===== src/rtl/prio_event_encoder_if.sv =====
// prio_event_encoder_if: request inputs and valid/ready index output of prio_event_encoder (mask_i only with MASK_EN)
interface prio_event_encoder_if #(
    parameter int WIDTH = 8,
    parameter int IDX_W = $clog2(WIDTH)
);
    logic [WIDTH-1:0] req_i;
    logic             out_valid;
    logic             out_ready;
    logic [IDX_W-1:0] out_idx;
    logic [WIDTH-1:0] pending_o;
`ifdef MASK_EN
    logic [WIDTH-1:0] mask_i;
    modport master (output req_i, out_ready, mask_i, input out_valid, out_idx, pending_o);
    modport slave  (input req_i, out_ready, mask_i, output out_valid, out_idx, pending_o);
`else
    modport master (output req_i, out_ready, input out_valid, out_idx, pending_o);
    modport slave  (input req_i, out_ready, output out_valid, out_idx, pending_o);
`endif
endinterface


===== src/rtl/prio_event_encoder.sv =====
// prio_event_encoder: sticky pending events presented MSB-first on valid/ready; MASK_EN adds mask_i eligibility gating
module prio_event_encoder #(
    parameter int WIDTH = 8,
    parameter int IDX_W = $clog2(WIDTH)
) (
    input logic                clk,
    input logic                rst_n,
    prio_event_encoder_if.slave bus
);
    logic [WIDTH-1:0] pending, pending_next, clr, elig;
    logic [IDX_W-1:0] idx_q, sel;
    logic             valid_q, acc, load;
    always_comb begin
        acc          = valid_q & bus.out_ready;
        clr          = acc ? WIDTH'(1) << idx_q : '0;
        pending_next = (pending & ~clr) | bus.req_i;
`ifdef MASK_EN
        elig         = pending_next & ~bus.mask_i;
`else
        elig         = pending_next;
`endif
        load         = !valid_q | bus.out_ready;
        sel          = '0;
        for (int i = 0; i < WIDTH; i++)
            if (elig[i]) sel = IDX_W'(i);
    end
    // a stalled output keeps its index even if higher bits arrive meanwhile
    always_ff @(posedge clk or negedge rst_n) begin
        if (!rst_n) begin
            pending <= '0;
            valid_q <= 1'b0;
            idx_q   <= '0;
        end else begin
            pending <= pending_next;
            if (load) begin
                valid_q <= |elig;
                idx_q   <= sel;
            end
        end
    end
    assign bus.out_valid = valid_q;
    assign bus.out_idx   = idx_q;
    assign bus.pending_o = pending;
endmodule


===== src/flat_wrapper.sv =====
// flat-port wrapper written by rule: the top's interface ports become plain ports
module prio_event_encoder_flat 
#(
    parameter int WIDTH = 8,
    parameter int IDX_W = $clog2(WIDTH)
)
  (clk, rst_n, bus_req_i, bus_out_ready, bus_out_valid, bus_out_idx, bus_pending_o);
  prio_event_encoder_if #(.WIDTH(WIDTH), .IDX_W(IDX_W)) bus_i ();
  input logic clk;
  input logic rst_n;
  input wire logic [$bits(bus_i.req_i)-1:0] bus_req_i;
  input wire logic [$bits(bus_i.out_ready)-1:0] bus_out_ready;
  output wire logic [$bits(bus_i.out_valid)-1:0] bus_out_valid;
  output wire logic [$bits(bus_i.out_idx)-1:0] bus_out_idx;
  output wire logic [$bits(bus_i.pending_o)-1:0] bus_pending_o;
  assign bus_i.req_i = bus_req_i;
  assign bus_i.out_ready = bus_out_ready;
  assign bus_out_valid = bus_i.out_valid;
  assign bus_out_idx = bus_i.out_idx;
  assign bus_pending_o = bus_i.pending_o;
  prio_event_encoder #(.WIDTH(WIDTH), .IDX_W(IDX_W)) u_core (.clk(clk), .rst_n(rst_n), .bus(bus_i));
endmodule

===== config.mk =====
export PLATFORM = sky130hd
export DESIGN_NAME = prio_event_encoder_flat
export DESIGN_NICKNAME = d
export VERILOG_FILES = /design/src/rtl/prio_event_encoder_if.sv /design/src/rtl/prio_event_encoder.sv /design/src/flat_wrapper.sv
export SDC_FILE = /design/constraint.sdc
export NUM_CORES = 1
export LEC_CHECK = 0
export BUFFER_PORTS_ARGS = -buffer_cell sky130_fd_sc_hd__buf_4
export CAP_MARGIN = 5
export CORE_AREA = 2 2 43 45
export CTS_BUF_LIST = sky130_fd_sc_hd__clkbuf_8
export DETAILED_ROUTE_END_ITERATION = 10
export DIE_AREA = 0 0 45 47
export SYNTH_ARGS = -nofsm -noshare
export SYNTH_HDL_FRONTEND = slang
export SYNTH_SLANG_ARGS = --single-unit

===== constraint.sdc =====
create_clock -name clk -period 3.3 [get_ports clk]
set_input_delay 0.165 -clock clk [delete_from_list [all_inputs] [get_ports clk]]
set_output_delay 0.165 -clock clk [all_outputs]
set_load 0.02 [all_outputs]

==> impl_metrics.tcl, run 1 <==
set metrics [dict create \
    yosys_register_bits 12 \
    antenna_found_initial 0 \
    path_clk_slew_ns 0.05 \
    grt_use_total_pct 15.5 \
    initial_core_util_pct 36.9 \
    clock_sinks 12 \
    fin_ws_ns 1.64 \
    cp_slowest_cell "dfrtp_1" \
    yosysTopAreaCell "dfrtp_1" \
    rsz0062_at_grt "no" \
    root_buffer "clkbuf_8" \
    place_congestion 0.758 \
    synth_top_area_share_pct 49.3 \
    power.density_nw_per_um2 402 \
    grt_pass1_wl_um 2300 \
    layout_commonest_cell "buf_4" \
    final_cells 101 \
    worst_pin_slew_ns 0.446 \
    core_region_area_um2 1650 \
    clock_latency_ns 0.23 \
    wl_per_cell_um 14.0 \
    path_max_fanout 11 \
    fp.dieW_um 45 \
    setup_viol 0 \
    drcViolationCount 0 \
    io_pins 23 \
    cts_tree "done" \
    slew_viol_final 0 \
    routed_via_density 5.15 \
    hpwl_um 1060 \
    h-tree-depth 1 \
    cts_buffer_depth 2 \
    dp.cells 97 \
    nets 97 \
    drive_above_1_share_pct 36.9 \
    path_buf_inv 0 \
    synth_cells 59 \
    post_cts_buffers 0 \
    p_leak_nw 0.328 \
    fin_crit_sh_pct 50.4 \
    wl_um 1410 \
    grt_start_max_net_pins 13 \
    syn_area_um2 609 \
    ant_nets 0 \
    drv_cap 0 \
    die_h_um 47 \
    min_period_ns 1.66 \
    slowest_delay_ns 0.54 \
    crit_family "simple AND/OR/NAND/NOR gates" \
    crit_arrival_ns 1.77 \
    hold_viol_final 0 \
    ys_warn_count 0 \
    grt_pass1_vias 496 \
    crit_path_end_kind "register" \
    vdd_ir_drop_max_mv 0.204 \
    cp.required_ns 3.41 \
    setup_tns_ns 0 \
    drt_iter0_drc 1 \
    die-area_um2 2120 \
    layout_common_cells "buf_4, nor2_1, dfrtp_1" \
    crit_chain "or3b_1 -> o22ai_2 -> o21ai_1 -> nor2_1 -> nand4bb_1" \
    timing.fmax_mhz 601 \
    synth_fp_nets 70 \
    cts_buffers 3 \
    clock_skew_ns 0.000654 \
    first_pass_iters 2 \
    syn_area_per_cell_um2 10.3 \
    rows 15 \
    status "complete, no violations" \
    synth_area_leaders "dfrtp_1, nor2_1, a41oi_4" \
    synth.yosys.seq_area_share_pct 49.3 \
    hp-class "in -> reg" \
    post_synth_num_cell_types 26 \
    start_kind "register" \
    grt.overflow.total 0 \
    syn_to_final_growth_pct 37.2 \
    portBuffers 22 \
    dpl_worst_slack_ns 1.65 \
    worst-setup-path-type "reg -> reg" \
    nFillCells 160 \
    maxSlewHeadroom_pct 70.3 \
    routed-via-count 520 \
    antenna_cells 0 \
]
## state kept, by name (all words and copies together) (netlist names)
| signal | flops |
|---|---|
| u_core.bus.out_idx | 3 |
| u_core.bus.pending_o | 8 |
| u_core.bus.out_valid | 1 |
## cell type report
class | count | area (µm²) | share of cell area [%]
flip-flops and latches | 12 | 300 | 35.9
multi-input cells | 43 | 287 | 34.3
repair buffers | 23 | 175 | 21.0
clock buffers | 3 | 41.3 | 4.94
well taps | 17 | 21.3 | 2.54
inverters | 3 | 11.3 | 1.35
## worst reg2reg max path, cell delays in order, from the launching register on
cell and delay (ns):
dfrtp_1 0.54, or3b_1 0.45, o22ai_2 0.16, o21ai_1 0.14
nor2_1 0.14, nand4bb_1 0.11
## stage by stage
step           instance area [µm²]  hold WS (ns)  power [mW]  util [%]
5_1_grt                        836         0.141       0.354      50.6
2_1_floorplan                  609        -0.131       0.184         -
3_3_place_gp                   785        0.0159       0.207      47.5
4_1_cts                        836         0.122       0.342      50.6
3_5_place_dp                   785        0.0168       0.208      47.5
6_report                       836         0.126       0.336      50.6
## layer usage
layer  GRT usage, %  wire, µm
met2           23.1       606
met5              0         0
met1           21.5       697
met3           4.62        94
met4           5.29        10
## cells by family after synthesis
| kind of cell | count (synthesis) | share of synthesized area (%) |
|---|---|---|
| simple gates | 31 | 26.5 |
| flops | 12 | 49.3 |
| compound gates | 12 | 20.5 |
| buf+inv | 4 | 3.70 |
## repair_timing
action | 4_1_cts | 5_1_grt
hold buffers | 1 | 0
resized for setup | 0 | 0
endpoints found under the hold margin | 12 | 0
## path summary, 6_finish.rpt
check                                               endpoint  slack [ns]  cells past startpoint                              start
min in group asynchronous  u_core.bus.pending_o[1]$_DFF_PN0_        0.31                      2                              rst_n
max reg2reg                 u_core.bus.out_valid$_DFFE_PN0P_        1.64                      5  u_core.bus.out_idx[1]$_DFFE_PN0P_
min                        u_core.bus.pending_o[0]$_DFF_PN0_        0.13                      2                       bus_req_i[0]
min reg2reg                u_core.bus.pending_o[0]$_DFF_PN0_        0.50                      1  u_core.bus.pending_o[0]$_DFF_PN0_
max                         u_core.bus.out_valid$_DFFE_PN0P_        1.64                      5  u_core.bus.out_idx[1]$_DFFE_PN0P_
max in group asynchronous  u_core.bus.pending_o[3]$_DFF_PN0_        2.84                      2                              rst_n
## synthesized netlist by cell type, drive strengths merged
cell / n
o21ai: 2
or3b: 1
a21oi: 1
nor2: 15
and3b: 2
a41oi: 2
a21o: 1
o221ai: 1
nor3b: 1
nand2b: 2
inv: 3
nand3: 1
nand3b: 1
buf: 1
nand4bb: 1
dfrtp: 12
o22a: 1
nor2b: 2
a31oi: 2
nand2: 4
o22ai: 2
nor4: 1
## power by group
group          internal [mW]  switching, mW  leakage, nW  total [mW]
logic                 0.0231         0.0236        0.198      0.0467
registers              0.152        0.00736        0.109       0.159
clock network         0.0802         0.0500       0.0216       0.130
total                  0.255         0.0809        0.328       0.336
Power figures use the tool's default switching activity.
==> inputs of run 2 (changes only) <==
==> constraint.sdc (replaced) <==
create_clock -name clk -period 1.7 [get_ports clk]
set_input_delay 0.085 -clock clk [delete_from_list [all_inputs] [get_ports clk]]
set_output_delay 0.085 -clock clk [all_outputs]
set_load 0.02 [all_outputs]
==> impl_metrics.tcl, run 2 (synthesis gave the netlist of run 1 again) <==
set metrics [dict create \
    status "complete, no violations" \
    portBuffers 22 \
    grt_pass1_vias 536 \
    cts_resized 0 \
    hold_viol_final 0 \
    wl_per_cell_um 14.1 \
    nFillCells 150 \
    syn_to_final_growth_pct 44.4 \
    grt_start_max_net_pins 13 \
    maxSlewHeadroom_pct 81.0 \
    multi_input_area_um2 287 \
    fp.dieW_um 45 \
    clock_sinks 12 \
    p_leak_nw 0.353 \
    fin_ws_ns 0.162 \
    grt_use_total_pct 17.3 \
    power.density_nw_per_um2 831 \
    clock_skew_ns 0.000346 \
    setup_tns_ns 0 \
    timing.fmax_mhz 650 \
    routed-via-count 534 \
    clock_latency_ns 0.24 \
    root_buffer "clkbuf_8" \
    h-tree-depth 1 \
    layout_commonest_cell "buf_4" \
    start_kind "register" \
    path_clk_slew_ns 0.06 \
    first_pass_iters 4 \
    wl_um 1490 \
    largest_reg_flops 8 \
    setup_viol 0 \
    io_pins 23 \
    holdBufCountCts 1 \
    reg2reg_from "u_core.bus.out_idx[0]$_DFFE_PN0P_" \
    crit_chain "or3b_1 -> o22ai_2 -> o21ai_1 -> nor2_1 -> nand4bb_1" \
    nets 101 \
    vdd_ir_drop_max_mv 0.430 \
    utilization_pct 53.3 \
    core_region_area_um2 1650 \
    grt_pass1_wl_um 2420 \
    antenna_found_initial 0 \
    die_h_um 47 \
    drive_above_1_share_pct 40.4 \
    layout_common_cells "buf_4, nor2_1, dfrtp_1" \
    rsz0062_at_grt "no" \
    seq_area_um2 300 \
    cts_buffer_depth 2 \
    hpwl_um 1140 \
    crit_arrival_ns 1.65 \
    initial_core_util_pct 36.9 \
    startpoint "u_core.bus.out_idx[0]$_DFFE_PN0P_" \
    ant_nets 0 \
    drcViolationCount 0 \
    slew_viol_final 0 \
    post_cts_buffers 0 \
    cts_tree "done" \
    path_max_fanout 6 \
    drt_iter0_drc 11 \
    crit_family "simple AND/OR/NAND/NOR gates" \
    grt.overflow.total 0 \
    cp_slowest_cell "dfrtp_1" \
    hp-class "in -> reg" \
    dpl_worst_slack_ns 0.185 \
    place_congestion 0.801 \
    drv_cap 0 \
    cp.required_ns 1.81 \
    fin_crit_sh_pct 90.4 \
    slowest_delay_ns 0.44 \
    cts_buffers 3 \
    crit_path_end_kind "register" \
    antenna_cells 0 \
    worst_pin_slew_ns 0.284 \
    rows 15 \
    worst-setup-path-type "reg -> reg" \
    routed_via_density 5.04 \
    min_from "bus_req_i[0]" \
    min_period_ns 1.54 \
    die-area_um2 2120 \
    path_buf_inv 0 \
]
run 2: cell types whose count changed in the layout (fill, tap and decap cells not counted), sizes merged:
cell    previous run  this run
clkbuf             3         4
buf               22        26
run 2: worst paths after layout:
| kind | slack [ns] | cells past startpoint | endpoint |
|---|---|---|---|
| max | 0.16 | 5 | u_core.bus.out_valid$_DFFE_PN0P_ |
| min | 0.03 | 2 | u_core.bus.pending_o[0]$_DFF_PN0_ |
| max reg2reg | 0.16 | 5 | u_core.bus.out_valid$_DFFE_PN0P_ |
| min reg2reg | 0.50 | 1 | u_core.bus.pending_o[0]$_DFF_PN0_ |
| max in group asynchronous | 1.32 | 2 | u_core.bus.pending_o[2]$_DFF_PN0_ |
| min in group asynchronous | 0.22 | 2 | u_core.bus.pending_o[1]$_DFF_PN0_ |
run 2: worst register-to-register path: cells and delay by family, from the launching register on:
kind | cells | cell delay, ns
AOI/OAI and AO/OA | 2 | 0.30
DFF | 1 | 0.44
and+or+nand+nor | 3 | 0.66
run 2: through the flow:
stage | hold WS [ns] | power [mW] | instances | instance area, µm²
after CTS | 0.0362 | 0.735 | 106 | 880
after detailed placement | -0.0614 | 0.414 | 101 | 815
final | 0.0348 | 0.731 | 106 | 880
after floorplan | -0.211 | 0.356 | 59 | 609
after global placement | -0.0629 | 0.414 | 101 | 815
after global routing | 0.0514 | 0.760 | 106 | 880
run 2: routing by layer:
layer	up-vias	GRT usage, %	part of all wire [%]
li1	267	-	-
met1	246	22.0	46
met2	17	24.9	45
met3	4	4.23	5.9
met4	0	14.1	3.3
met5	-	0	0
run 2: final cells by class:
type	count	share of cell area, %
inverter	3	1.28
sequential	12	34.1
multi-input combinational	43	32.6
clock buffer	4	6.26
tap	17	2.42
timing repair buffer	27	23.3
run 2: power breakdown:
| part | switching [mW] | internal [mW] |
|---|---|---|
| Sequential | 0.00902 | 0.295 |
| Combinational | 0.0529 | 0.0537 |
| Clock | 0.115 | 0.205 |
| Total | 0.177 | 0.554 |
